File: src/rtl/shifter_pkg.sv
// Shared types and helpers for the pipelined barrel shifter: op encoding and
// the split of shift levels across pipe stages.
package shifter_pkg;

  localparam int OP_W = 3;

  typedef enum logic [OP_W-1:0] {
    OP_ROL = 3'b000,
    OP_SLL = 3'b001,
    OP_ROR = 3'b010,
    OP_SRL = 3'b011,
    OP_SRA = 3'b100
  } shift_op_t;

  // First level handled by a stage; earlier stages absorb the remainder levels.
  // The level range of stage k is [stage_lvl_lo(k), stage_lvl_lo(k+1)).
  function automatic int stage_lvl_lo(input int stage, input int levels, input int stages);
    int base;
    int rem;
    base = levels / stages;
    rem  = levels % stages;
    return stage * base + ((stage < rem) ? stage : rem);
  endfunction

endpackage

File: src/rtl/pipelined_shifter_if.sv
// Operation/result handshake bundle of the pipelined shifter.
// Flag signals exist only when SHIFTER_FLAGS_EN is defined.
interface pipelined_shifter_if
  import shifter_pkg::*;
#(
  parameter int WIDTH = 16
);
  localparam int CNT_W = $clog2(WIDTH);

  // Both sides use strict valid/ready: a transfer happens on a rising clock
  // edge where valid && ready; a producer holding valid keeps its payload stable.
  logic             in_valid;
  logic             in_ready;
  logic [WIDTH-1:0] in_data;
  logic [CNT_W-1:0] in_cnt;
  logic [OP_W-1:0]  in_op;
  logic             out_valid;
  logic             out_ready;
  logic [WIDTH-1:0] out_data;
`ifdef SHIFTER_FLAGS_EN
  logic             out_cout;
  logic             out_zero;
`endif

  modport slave (
    input  in_valid, in_data, in_cnt, in_op, out_ready,
`ifdef SHIFTER_FLAGS_EN
    output out_cout, out_zero,
`endif
    output in_ready, out_valid, out_data
  );

  modport master (
    output in_valid, in_data, in_cnt, in_op, out_ready,
`ifdef SHIFTER_FLAGS_EN
    input  out_cout, out_zero,
`endif
    input  in_ready, out_valid, out_data
  );

endinterface

File: src/rtl/shifter_stage.sv
// One pipe stage of the shifter: applies shift levels [LVL_LO, LVL_HI) and
// registers the op with its own stall logic. Flags only with SHIFTER_FLAGS_EN.
module shifter_stage
  import shifter_pkg::*;
#(
  parameter  int WIDTH  = 16,
  parameter  int LVL_LO = 0,
  parameter  int LVL_HI = 1,
  localparam int CNT_W  = $clog2(WIDTH)
) (
  input  logic             clk,
  input  logic             rst_n,
  input  logic             up_valid_i,
  output logic             up_ready_o,
  input  logic [WIDTH-1:0] up_data_i,
  input  logic [OP_W-1:0]  up_op_i,
  input  logic [CNT_W-1:0] up_cnt_i,
  input  logic             up_sign_i,
`ifdef SHIFTER_FLAGS_EN
  input  logic             up_cout_i,
  output logic             dn_cout_o,
  output logic             dn_zero_o,
`endif
  input  logic             dn_ready_i,
  output logic             dn_valid_o,
  output logic [WIDTH-1:0] dn_data_o,
  output logic [OP_W-1:0]  dn_op_o,
  output logic [CNT_W-1:0] dn_cnt_o,
  output logic             dn_sign_o
);

  localparam logic [WIDTH-1:0] ONES = {WIDTH{1'b1}};

  logic             valid_q;
  logic [WIDTH-1:0] data_q, data_d;
  logic [OP_W-1:0]  op_q;
  logic [CNT_W-1:0] cnt_q;
  logic             sign_q;
  logic             load;
`ifdef SHIFTER_FLAGS_EN
  logic             cout_q, cout_d;
  logic             zero_q;
  logic [WIDTH-1:0] lost;
`endif

  // The stage frees up in the same cycle it hands its op downstream.
  assign up_ready_o = !valid_q || dn_ready_i;
  assign load       = up_valid_i && up_ready_o;

  always_comb begin
    int  sh;
    logic cnt_bit;
    sh      = 0;
    cnt_bit = 1'b0;
    data_d  = up_data_i;
`ifdef SHIFTER_FLAGS_EN
    cout_d  = up_cout_i;
    lost    = '0;
`endif
    for (int i = LVL_LO; i < LVL_HI; i++) begin
      sh      = 1 << i;
      cnt_bit = |(up_cnt_i & (CNT_W'(1) << i));
      if (cnt_bit) begin
`ifdef SHIFTER_FLAGS_EN
        // The last bit out of the composite shift is the last bit out of its highest level.
        if (up_op_i inside {OP_ROL, OP_SLL}) begin
          lost   = data_d >> (WIDTH - sh);
          cout_d = lost[0];
        end else if (up_op_i inside {OP_ROR, OP_SRL, OP_SRA}) begin
          lost   = data_d >> (sh - 1);
          cout_d = lost[0];
        end
`endif
        case (up_op_i)
          OP_ROL:  data_d = (data_d << sh) | (data_d >> (WIDTH - sh));
          OP_SLL:  data_d = data_d << sh;
          OP_ROR:  data_d = (data_d >> sh) | (data_d << (WIDTH - sh));
          OP_SRL:  data_d = data_d >> sh;
          OP_SRA:  data_d = (data_d >> sh) | (up_sign_i ? ~(ONES >> sh) : '0);
          default: data_d = data_d;
        endcase
      end
    end
  end

  always_ff @(posedge clk or negedge rst_n) begin
    if (!rst_n) begin
      valid_q <= 1'b0;
      data_q  <= '0;
      op_q    <= '0;
      cnt_q   <= '0;
      sign_q  <= 1'b0;
`ifdef SHIFTER_FLAGS_EN
      cout_q  <= 1'b0;
      zero_q  <= 1'b0;
`endif
    end else if (load) begin
      valid_q <= 1'b1;
      data_q  <= data_d;
      op_q    <= up_op_i;
      cnt_q   <= up_cnt_i;
      sign_q  <= up_sign_i;
`ifdef SHIFTER_FLAGS_EN
      cout_q  <= cout_d;
      zero_q  <= (data_d == '0);
`endif
    end else if (dn_ready_i) begin
      valid_q <= 1'b0;
    end
  end

  assign dn_valid_o = valid_q;
  assign dn_data_o  = data_q;
  assign dn_op_o    = op_q;
  assign dn_cnt_o   = cnt_q;
  assign dn_sign_o  = sign_q;
`ifdef SHIFTER_FLAGS_EN
  assign dn_cout_o  = cout_q;
  assign dn_zero_o  = zero_q;
`endif

endmodule

File: src/rtl/pipelined_shifter.sv
// Pipelined barrel shifter (ROL/SLL/ROR/SRL/SRA) with valid/ready flow control.
// Define SHIFTER_FLAGS_EN to add the carry-out and zero result flags.
module pipelined_shifter
  import shifter_pkg::*;
#(
  parameter int WIDTH       = 16,
  parameter int PIPE_STAGES = 2
) (
  input  logic               clk,
  input  logic               rst_n,
  pipelined_shifter_if.slave bus
);

  localparam int CNT_W = $clog2(WIDTH);

  // Index k is the input of stage k; index PIPE_STAGES is the pipe output.
  logic             valid_w [PIPE_STAGES+1];
  logic             ready_w [PIPE_STAGES+1];
  logic [WIDTH-1:0] data_w  [PIPE_STAGES+1];
  logic [OP_W-1:0]  op_w    [PIPE_STAGES+1];
  logic [CNT_W-1:0] cnt_w   [PIPE_STAGES+1];
  logic             sign_w  [PIPE_STAGES+1];
  logic             unused_tail;

  assign valid_w[0]           = bus.in_valid;
  assign data_w[0]            = bus.in_data;
  assign op_w[0]              = bus.in_op;
  assign cnt_w[0]             = bus.in_cnt;
  assign sign_w[0]            = bus.in_data[WIDTH-1];
  assign ready_w[PIPE_STAGES] = bus.out_ready;
  assign bus.in_ready         = ready_w[0];
  assign bus.out_valid        = valid_w[PIPE_STAGES];
  assign bus.out_data         = data_w[PIPE_STAGES];

`ifdef SHIFTER_FLAGS_EN
  logic cout_w [PIPE_STAGES+1];
  logic zero_w [PIPE_STAGES+1];
  logic unused_zero;

  assign cout_w[0]    = 1'b0;
  assign zero_w[0]    = 1'b0;
  assign bus.out_cout = cout_w[PIPE_STAGES];
  assign bus.out_zero = zero_w[PIPE_STAGES];

  // Only the last stage's zero flag describes the final result.
  always_comb begin
    unused_zero = 1'b0;
    for (int k = 0; k < PIPE_STAGES; k++) unused_zero = unused_zero ^ zero_w[k];
  end
`endif

  assign unused_tail = ^{op_w[PIPE_STAGES], cnt_w[PIPE_STAGES], sign_w[PIPE_STAGES]};

  for (genvar k = 0; k < PIPE_STAGES; k++) begin : g_stage
    shifter_stage #(
      .WIDTH  (WIDTH),
      .LVL_LO (stage_lvl_lo(k, CNT_W, PIPE_STAGES)),
      .LVL_HI (stage_lvl_lo(k + 1, CNT_W, PIPE_STAGES))
    ) u_stage (
      .clk        (clk),
      .rst_n      (rst_n),
      .up_valid_i (valid_w[k]),
      .up_ready_o (ready_w[k]),
      .up_data_i  (data_w[k]),
      .up_op_i    (op_w[k]),
      .up_cnt_i   (cnt_w[k]),
      .up_sign_i  (sign_w[k]),
`ifdef SHIFTER_FLAGS_EN
      .up_cout_i  (cout_w[k]),
      .dn_cout_o  (cout_w[k+1]),
      .dn_zero_o  (zero_w[k+1]),
`endif
      .dn_ready_i (ready_w[k+1]),
      .dn_valid_o (valid_w[k+1]),
      .dn_data_o  (data_w[k+1]),
      .dn_op_o    (op_w[k+1]),
      .dn_cnt_o   (cnt_w[k+1]),
      .dn_sign_o  (sign_w[k+1])
    );
  end

endmodule

File: src/flat_wrapper.sv
// flat-port wrapper written by rule: the top's interface ports become plain ports
module pipelined_shifter_flat import shifter_pkg::*;
#(
  parameter int WIDTH       = 16,
  parameter int PIPE_STAGES = 2
)
  (clk, rst_n, bus_in_valid, bus_in_data, bus_in_cnt, bus_in_op, bus_out_ready, bus_in_ready, bus_out_valid, bus_out_data);
  pipelined_shifter_if #(.WIDTH(WIDTH)) bus_i ();
  input  logic clk;
  input  logic rst_n;
  input wire logic [$bits(bus_i.in_valid)-1:0] bus_in_valid;
  input wire logic [$bits(bus_i.in_data)-1:0] bus_in_data;
  input wire logic [$bits(bus_i.in_cnt)-1:0] bus_in_cnt;
  input wire logic [$bits(bus_i.in_op)-1:0] bus_in_op;
  input wire logic [$bits(bus_i.out_ready)-1:0] bus_out_ready;
  output wire logic [$bits(bus_i.in_ready)-1:0] bus_in_ready;
  output wire logic [$bits(bus_i.out_valid)-1:0] bus_out_valid;
  output wire logic [$bits(bus_i.out_data)-1:0] bus_out_data;
  assign bus_i.in_valid = bus_in_valid;
  assign bus_i.in_data = bus_in_data;
  assign bus_i.in_cnt = bus_in_cnt;
  assign bus_i.in_op = bus_in_op;
  assign bus_i.out_ready = bus_out_ready;
  assign bus_in_ready = bus_i.in_ready;
  assign bus_out_valid = bus_i.out_valid;
  assign bus_out_data = bus_i.out_data;
  pipelined_shifter #(.WIDTH(WIDTH), .PIPE_STAGES(PIPE_STAGES)) u_core (.clk(clk), .rst_n(rst_n), .bus(bus_i));
endmodule
File: config.mk
export PLATFORM = sky130hd
export DESIGN_NAME = pipelined_shifter_flat
export DESIGN_NICKNAME = d
export VERILOG_FILES = /design/src/rtl/shifter_pkg.sv /design/src/rtl/pipelined_shifter_if.sv /design/src/rtl/shifter_stage.sv /design/src/rtl/pipelined_shifter.sv /design/src/flat_wrapper.sv
export SDC_FILE = /design/constraint.sdc
export NUM_CORES = 1
export LEC_CHECK = 0
export CORE_UTILIZATION = 35
export DETAILED_ROUTE_END_ITERATION = 8
export HOLD_SLACK_MARGIN = 0.08
export PLACE_DENSITY = 0.56
export SLEW_MARGIN = 5
export SYNTH_ARGS = -nofsm -noshare
export SYNTH_HDL_FRONTEND = slang
export SYNTH_HIERARCHICAL = 1
export SYNTH_SLANG_ARGS = --single-unit
File: constraint.sdc
create_clock -name clk -period 2.7 [get_ports clk]
set_clock_uncertainty 0.15 [all_clocks]
set_input_delay 0.27 -clock clk [delete_from_list [all_inputs] [get_ports clk]]
set_output_delay 0.27 -clock clk [all_outputs]
set_load 0.05 [all_outputs]
---- Yosys cells after proc, flatten, opt, wreduce, memory -nomap -nowiden ----
Cells that the tools add are included.
operators by class
  bitwise operators ....................... 11
  reductions and logical operators ........ 11
  equal/unequal tests ..................... 8
  muxes and demuxes ....................... 16
operators by type and width
  operator                                                                count
  16-bit one-hot mux with 5 select lines                                  3
  16-bit 2-to-1 mux                                                       8
  16-bit one-hot mux with 4 select lines                                  1
  12-bit by 16-bit bitwise OR with 16-bit output                          2
  14-bit by 16-bit bitwise OR with 16-bit output                          2
  15-bit by 16-bit bitwise OR with 16-bit output                          2
  8-bit by 16-bit bitwise OR with 16-bit output                           2
  16-bit by 1-bit bitwise OR with 16-bit output                           1
  16-bit by 2-bit bitwise OR with 16-bit output                           1
  16-bit by 4-bit bitwise OR with 16-bit output                           1
  3-bit by 2-bit equality test with 1-bit output (second input constant)  4
  3-bit by 1-bit equality test with 1-bit output (second input constant)  2
  3-bit equality test (second input constant)                             2
  3-bit logical NOT                                                       2
  1-bit 2-to-1 mux                                                        4
  2-bit nonzero test                                                      2
  1-bit logical AND                                                       2
  1-bit logical NOT                                                       2
  1-bit logical OR                                                        2
  2-bit OR reduction                                                      1
word-level totals
  output and inout bits ................... 18
  bits of input ports ..................... 27
  register bits ........................... 42
  word-level logic and storage cells ...... 53

---- Logic depth before layout (Yosys ltp) ----
Gate-level depths: netlist (run 1).
  depth after elaboration ................. 7
  mapped depth ............................ 8
  mapped depth without buffers ............ 7

---- Modules after synthesis ----
The synthesis (run 1) kept the hierarchy.
modules (own cells, without submodules)
  module                                     seq. area each (µm²)  area an instance (µm²)  cells each  instances
  shifter_stage (u_core.g_stage[0].u_stage)  625.6                 1,973.1                 243         1
  shifter_stage (u_core.g_stage[1].u_stage)  625.6                 1,755.4                 195         1

---- Worst setup path before layout (run 1) ----
OpenSTA, ideal clock, no wires.
  kind .................................... register to register
  start ................................... register u_core.g_stage[1].u_stage.valid_q
  end ..................................... register u_core.g_stage[0].u_stage.data_q[14]
  setup time .............................. 0.124 ns
  path slack .............................. 0.192 ns
  data arrival time ....................... 2.233 ns
  path buffers ............................ 1
  stages on the path, launching flop included .. 9
  period minus slack after synthesis ...... 2.508 ns
  cell sequence ........................... dfrtp_1 nor2b_1 inv_2 nand2b_1 and2_1 clkbuf_1 nand3_1 a211oi_1 nor2_1
RTL lines
  element                 line                  RTL
  from (decl)             shifter_stage.sv:34   logic valid_q;
  from (signal assigned)  shifter_stage.sv:88   valid_q <= 1'b0;
  from (signal assigned)  shifter_stage.sv:98   valid_q <= 1'b1;
  from (signal assigned)  shifter_stage.sv:108  valid_q <= 1'b0;
  to (signal assigned)    shifter_stage.sv:99   data_q <= data_d;
  to (decl)               shifter_stage.sv:35   logic [WIDTH-1:0] data_q, data_d;

==> out/metrics.yaml, run 1 <==
clock_network:
  insertion_delay_ns: 0.28
  clk_pin_slew_ns: 0.07
  post_cts_buffers: 0
  cts.sink_count: 40
  hold_buffers: 1
  cts_buffers: 5
  cts_htree_levels: 2
  cts_root_buf: "clkbuf_8"
  cts_resized: 0
  cts_tree: "yes"
  clockBufferDepth: 2
yosys:
  yosysWarningCount: 6
  syn_area_mm2: 0.003374
  syn-num-nets: 440
  synthCells: 413
  syn_area_per_cell_um2: 8.171
floorplan:
  io_pins: 45
  die_area_mm2: 0.01004
  die_w_um: 100.2
  core_area_mm2: 0.009284
  rows: 35
  start_util: 0.3635
  die_height_um: 100.2
global_route:
  grt_pass1_vias: 3159
  grt_max_degree: 41
  antenna_found_initial: 0
  grt_overflow: 0
  grt_usage: 0.2040
  grt_pass1_wl_mm: 16.28
route:
  drc: 0
  antenna_left: 0
  dr.pass1.iters: 4
  wire_per_inst_um: 17.33
  first_iter_violations: 160
  wirelength_mm: 9.981
  vias: 3405
  vias_per_cell: 5.911
setup_path:
  worstSetupStartpointType: "input pin"
  required_ns: 2.28
  cp_max_fo: 10
  setup.worst_path.end_class: "primary output"
  arrival_ns: 2.00
  worstSetupPathType: "input pin to primary output"
timing:
  min_period_over_period: 0.8969
  max_freq_ghz: 0.4129
  finalSetupTns_ns: 0
  finalHoldViolations: 0
  fin_crit_ns: 2.422
  finalSetupViolations: 0
  slew_viol_final: 0
  layout_setup_ws_ns: 0.2783
  rsz0062_at_grt: "false"
  slew_headroom: 0.4365
  worstMarginPinSlew_ns: 0.8452
power_and_ir_drop:
  p_leak_nw: 1.519
  peakVddDrop_v: 0.0002361
  power_density_mw_per_mm2: 637.9
  p_total_w: 0.002548
layout:
  syn_to_final_growth_pct: 18.39
  num_antenna_cells: 0
  design_area_mm2: 0.003995
  layout.nets: 474
  drive_above_1_share: 0.1029
placement:
  postPlaceCellArea_mm2: 0.003908
  gp_congestion: 0.8522
  pre_cts_ws_ns: 0.2951
  hpwl_mm: 7.562
  io_buffers: 44
worst_hold_path:
  holdCritPathClass: "input pin to register"
run_status:
  status: "finished, final reports clean"
run:
  maxCapViolations: 0
==> state kept, by name, summed over array words and instances (netlist names) <==
signal,flops
u_core/g_stage.u_stage/dn_valid_o,2
u_core/g_stage.u_stage/dn_sign_o,1
u_core/g_stage.u_stage/dn_data_o,32
u_core/g_stage.u_stage/dn_op_o,3
u_core/g_stage.u_stage/dn_cnt_o,2
==> where the power goes <==
group / internal [W] / switching [W]
logic: 0.000497 / 0.000778
clock network: 0.000176 / 0.000197
registers: 0.000742 / 0.000160
==> path summary, 6_finish.rpt <==
kind                                                             startpoint                                                  end  slack (ns)  cells past startpoint
setup / recovery                                              bus_out_ready                                         bus_in_ready        0.28                      5
hold reg to reg             u_core/g_stage[0].u_stage/dn_sign_o$_DFFE_PN0P_      u_core/g_stage[0].u_stage/dn_sign_o$_DFFE_PN0P_        0.36                      2
hold / removal                                                bus_in_cnt[2]    u_core/g_stage[0].u_stage/dn_cnt_o[2]$_DFFE_PN0P_        0.36                      3
min in group asynchronous                                             rst_n   u_core/g_stage[1].u_stage/dn_data_o[5]$_DFFE_PN0P_        0.47                      2
setup reg to reg           u_core/g_stage[1].u_stage/dn_valid_o$_DFFE_PN0P_   u_core/g_stage[0].u_stage/dn_data_o[2]$_DFFE_PN0P_        0.61                      6
max in group asynchronous                                             rst_n  u_core/g_stage[0].u_stage/dn_data_o[10]$_DFFE_PN0P_        1.39                      2
==> metal layers <==
metal  vias up  track usage  share of wire  wire, um
met1      1627       0.2656           0.45      4521
met2       113       0.3509           0.48      4772
met4         0      0.06800          0.024       244
met3        22      0.02368          0.044       441
li1       1643            -              -         -
met5         -            0              0         0
==> layout by cell type, fill, tap and decap left out, types with 5 or more instances in the layout <==
master / instances
a211oi_1: 8
a21oi_1: 42
a221o_1: 9
a31oi_1: 6
and2_1: 5
buf_4: 15
clkbuf_8: 5
clkdlybuf4s50_1: 43
dfrtp_1: 40
inv_1: 6
mux2_2: 10
mux2i_1: 7
nand2_1: 48
nand2b_1: 6
nand3_1: 6
nor2_1: 22
nor2b_1: 10
nor3_1: 7
nor3b_1: 8
o211ai_1: 5
o21a_1: 14
o21ai_0: 28
o21ai_1: 7
o22ai_1: 17
o32ai_1: 5
or4b_1: 5
==> per-stage QoR <==
stage,hold slack (ns),utilization,cells
final,0.3557,0.4303,576
after global routing,0.3701,0.4303,576
after CTS,0.3550,0.4303,576
after detailed placement,0.2818,0.4209,568
after global placement,0.2889,0.4209,568
after floorplan,-0.1756,-,413
==> area by class of cell <==
| type | instances | area, um2 |
|---|---|---|
| Clock buffer | 6 | 72.57 |
| Inverter | 7 | 26.28 |
| Sequential cell | 40 | 1001 |
| Multi-Input combinational cell | 332 | 2151 |
| Fill cell | 981 | 5289 |
| Tap cell | 129 | 161.4 |
| Timing Repair Buffer | 61 | 578.1 |
| Clock inverter | 1 | 5.005 |
==> critical path, stage by stage <==
cell and delay (ns):
clkdlybuf4s50_1 0.40, nor2b_1 0.25, inv_2 0.14, nand2b_1 0.22
clkdlybuf4s50_1 0.73
Note: power is estimated with default switching activity, not from simulation.
==> inputs of run 2 (changes only) <==
- CAP_MARGIN: unset -> 15
- clock period: 2.7 -> 2.8 ns (I/O delays scaled with it)
==> out/metrics.yaml, run 2 (same netlist as run 1, synthesis figures left out) <==
setup_path:
  crit_chain: "clkdlybuf4s50_1 -> nor2b_1 -> inv_2 -> nand2b_1 -> clkdlybuf4s50_1"
  crit_family: "buffers and inverters"
  crit_top_cell: "clkdlybuf4s50_1"
  cp_max_fo: 10
  setup.worst_path.end_class: "primary output"
  critPathBufInv: 3
  regToRegSetupSlack_ns: 0.66
  required_ns: 2.37
  worstSetupStartpointType: "input pin"
  arrival_ns: 2.01
  critPathMaxStageDelay_ns: 0.73
  worstSetupPathType: "input pin to primary output"
  slowest_stage: "clkdlybuf4s50_1"
floorplan:
  io_pins: 45
  die_height_um: 100.2
  core_area_mm2: 0.009284
  start_util: 0.3635
  die_w_um: 100.2
  rows: 35
  die_area_mm2: 0.01004
worst_hold_path:
  holdCritPathClass: "register to register"
global_route:
  grt_overflow: 0
  grt_pass1_vias: 3291
  grt_max_degree: 41
  grt_pass1_wl_mm: 16.99
  antenna_found_initial: 0
  grt_usage: 0.2120
layout:
  final_common_cell: "nand2_1"
  syn_to_final_growth_pct: 18.76
  layout.nets: 473
  multi_input_area_mm2: 0.002151
  num_antenna_cells: 0
  design_area_mm2: 0.004008
  fillers: 976
  drive_above_1_share: 0.1051
  largest_reg_flops: 32
  layout_common_cells: "48 x nand2_1, 43 x clkdlybuf4s50_1, 42 x a21oi_1"
  seqCellArea_mm2: 0.001001
  fin_util: 0.4317
timing:
  finalSetupTns_ns: 0
  min_period_over_period: 0.8712
  rsz0062_at_grt: "false"
  fin_crit_ns: 2.439
  max_freq_ghz: 0.4099
  finalSetupViolations: 0
  worstMarginPinSlew_ns: 0.8518
  slew_viol_final: 0
  finalHoldViolations: 0
  slew_headroom: 0.4322
power_and_ir_drop:
  p_leak_nw: 1.516
  power_frac_clock: 0.165
  seqPwrFrac: 0.345
  peakVddDrop_v: 0.0002289
  power_density_mw_per_mm2: 627.4
  power_frac_comb: 0.490
  swShare: 0.4470
  switching_power_w: 0.001124
  internal_power_w: 0.001391
run_status:
  status: "finished, final reports clean"
route:
  vias: 3465
  wire_per_inst_um: 17.96
  antenna_left: 0
  dr.pass1.iters: 5
  wirelength_mm: 10.34
  first_iter_violations: 182
  vias_per_cell: 6.016
  drc: 0
placement:
  gp_congestion: 0.8964
  hpwl_mm: 7.720
  io_buffers: 44
  postPlaceCellArea_mm2: 0.003900
clock_network:
  cts_htree_levels: 2
  cts.sink_count: 40
  clk_pin_slew_ns: 0.08
  clockBufferDepth: 2
  cts_root_buf: "clkbuf_8"
  cts_tree: "yes"
  post_cts_buffers: 0
  insertion_delay_ns: 0.30
  hold_buffers: 1
  cts_resized: 0
  cts_buffers: 5
run:
  maxCapViolations: 0
-- run 2: per-stage QoR --
| step | std cells | total power, W | hold slack (ns) | setup slack, ns |
|---|---|---|---|---|
| 6_report | 576 | 0.002514 | 0.3419 | 0.3606 |
| 5_1_grt | 576 | 0.002658 | 0.3728 | 0.2770 |
| 4_1_cts | 576 | 0.002519 | 0.3497 | 0.3629 |
| 3_5_place_dp | 567 | 0.002097 | 0.2931 | 0.2772 |
| 3_3_place_gp | 567 | 0.002088 | 0.2900 | 0.2603 |
| 2_1_floorplan | 413 | 0.001692 | -0.1656 | 0.2930 |
-- run 2: worst min-delay path, stage by stage (launching register included) --
cell	delay, ns
dfrtp_1	0.36
nand2_1	0.06
nand2_1	0.05
-- run 2: final timing paths --
kind,start,end,depth (start not counted)
worst max-delay path,bus_out_ready,bus_in_ready,5
worst min-delay path,u_core/g_stage[0].u_stage/dn_sign_o$_DFFE_PN0P_,u_core/g_stage[0].u_stage/dn_sign_o$_DFFE_PN0P_,2
worst max register to register,u_core/g_stage[1].u_stage/dn_valid_o$_DFFE_PN0P_,u_core/g_stage[0].u_stage/dn_data_o[8]$_DFFE_PN0P_,7
worst min register to register,u_core/g_stage[0].u_stage/dn_sign_o$_DFFE_PN0P_,u_core/g_stage[0].u_stage/dn_sign_o$_DFFE_PN0P_,2
max in group asynchronous,rst_n,u_core/g_stage[0].u_stage/dn_data_o[14]$_DFFE_PN0P_,2
min in group asynchronous,rst_n,u_core/g_stage[0].u_stage/dn_valid_o$_DFFE_PN0P_,2
-- run 2: final cells by class --
class,count,area share
timing repair buffer,60,0.1424
sequential,40,0.2498
clock buffer,6,0.02061
tap,129,0.04027
clock inverter,2,0.003746
inverter,7,0.006556
multi-input combinational,332,0.5367
-- run 2: power groups by stage --
stage	clock (W)	combinational (W)	sequential (W)
finish	0.000415	0.00123	0.000868
global route	0.000451	0.00132	0.000890
CTS	0.000428	0.00122	0.000869
detailed placement	0	0.00122	0.000880
global placement	0	0.00121	0.000875
floorplan	0	0.000576	0.00112
-- run 2: routing by layer --
| metal | GRT usage | vias up | part of all wire |
|---|---|---|---|
| met3 | 0.02855 | 28 | 0.049 |
| met1 | 0.2719 | 1652 | 0.45 |
| li1 | - | 1643 | - |
| met4 | 0.08696 | 0 | 0.029 |
| met2 | 0.3588 | 142 | 0.47 |
| met5 | 0 | - | 0 |
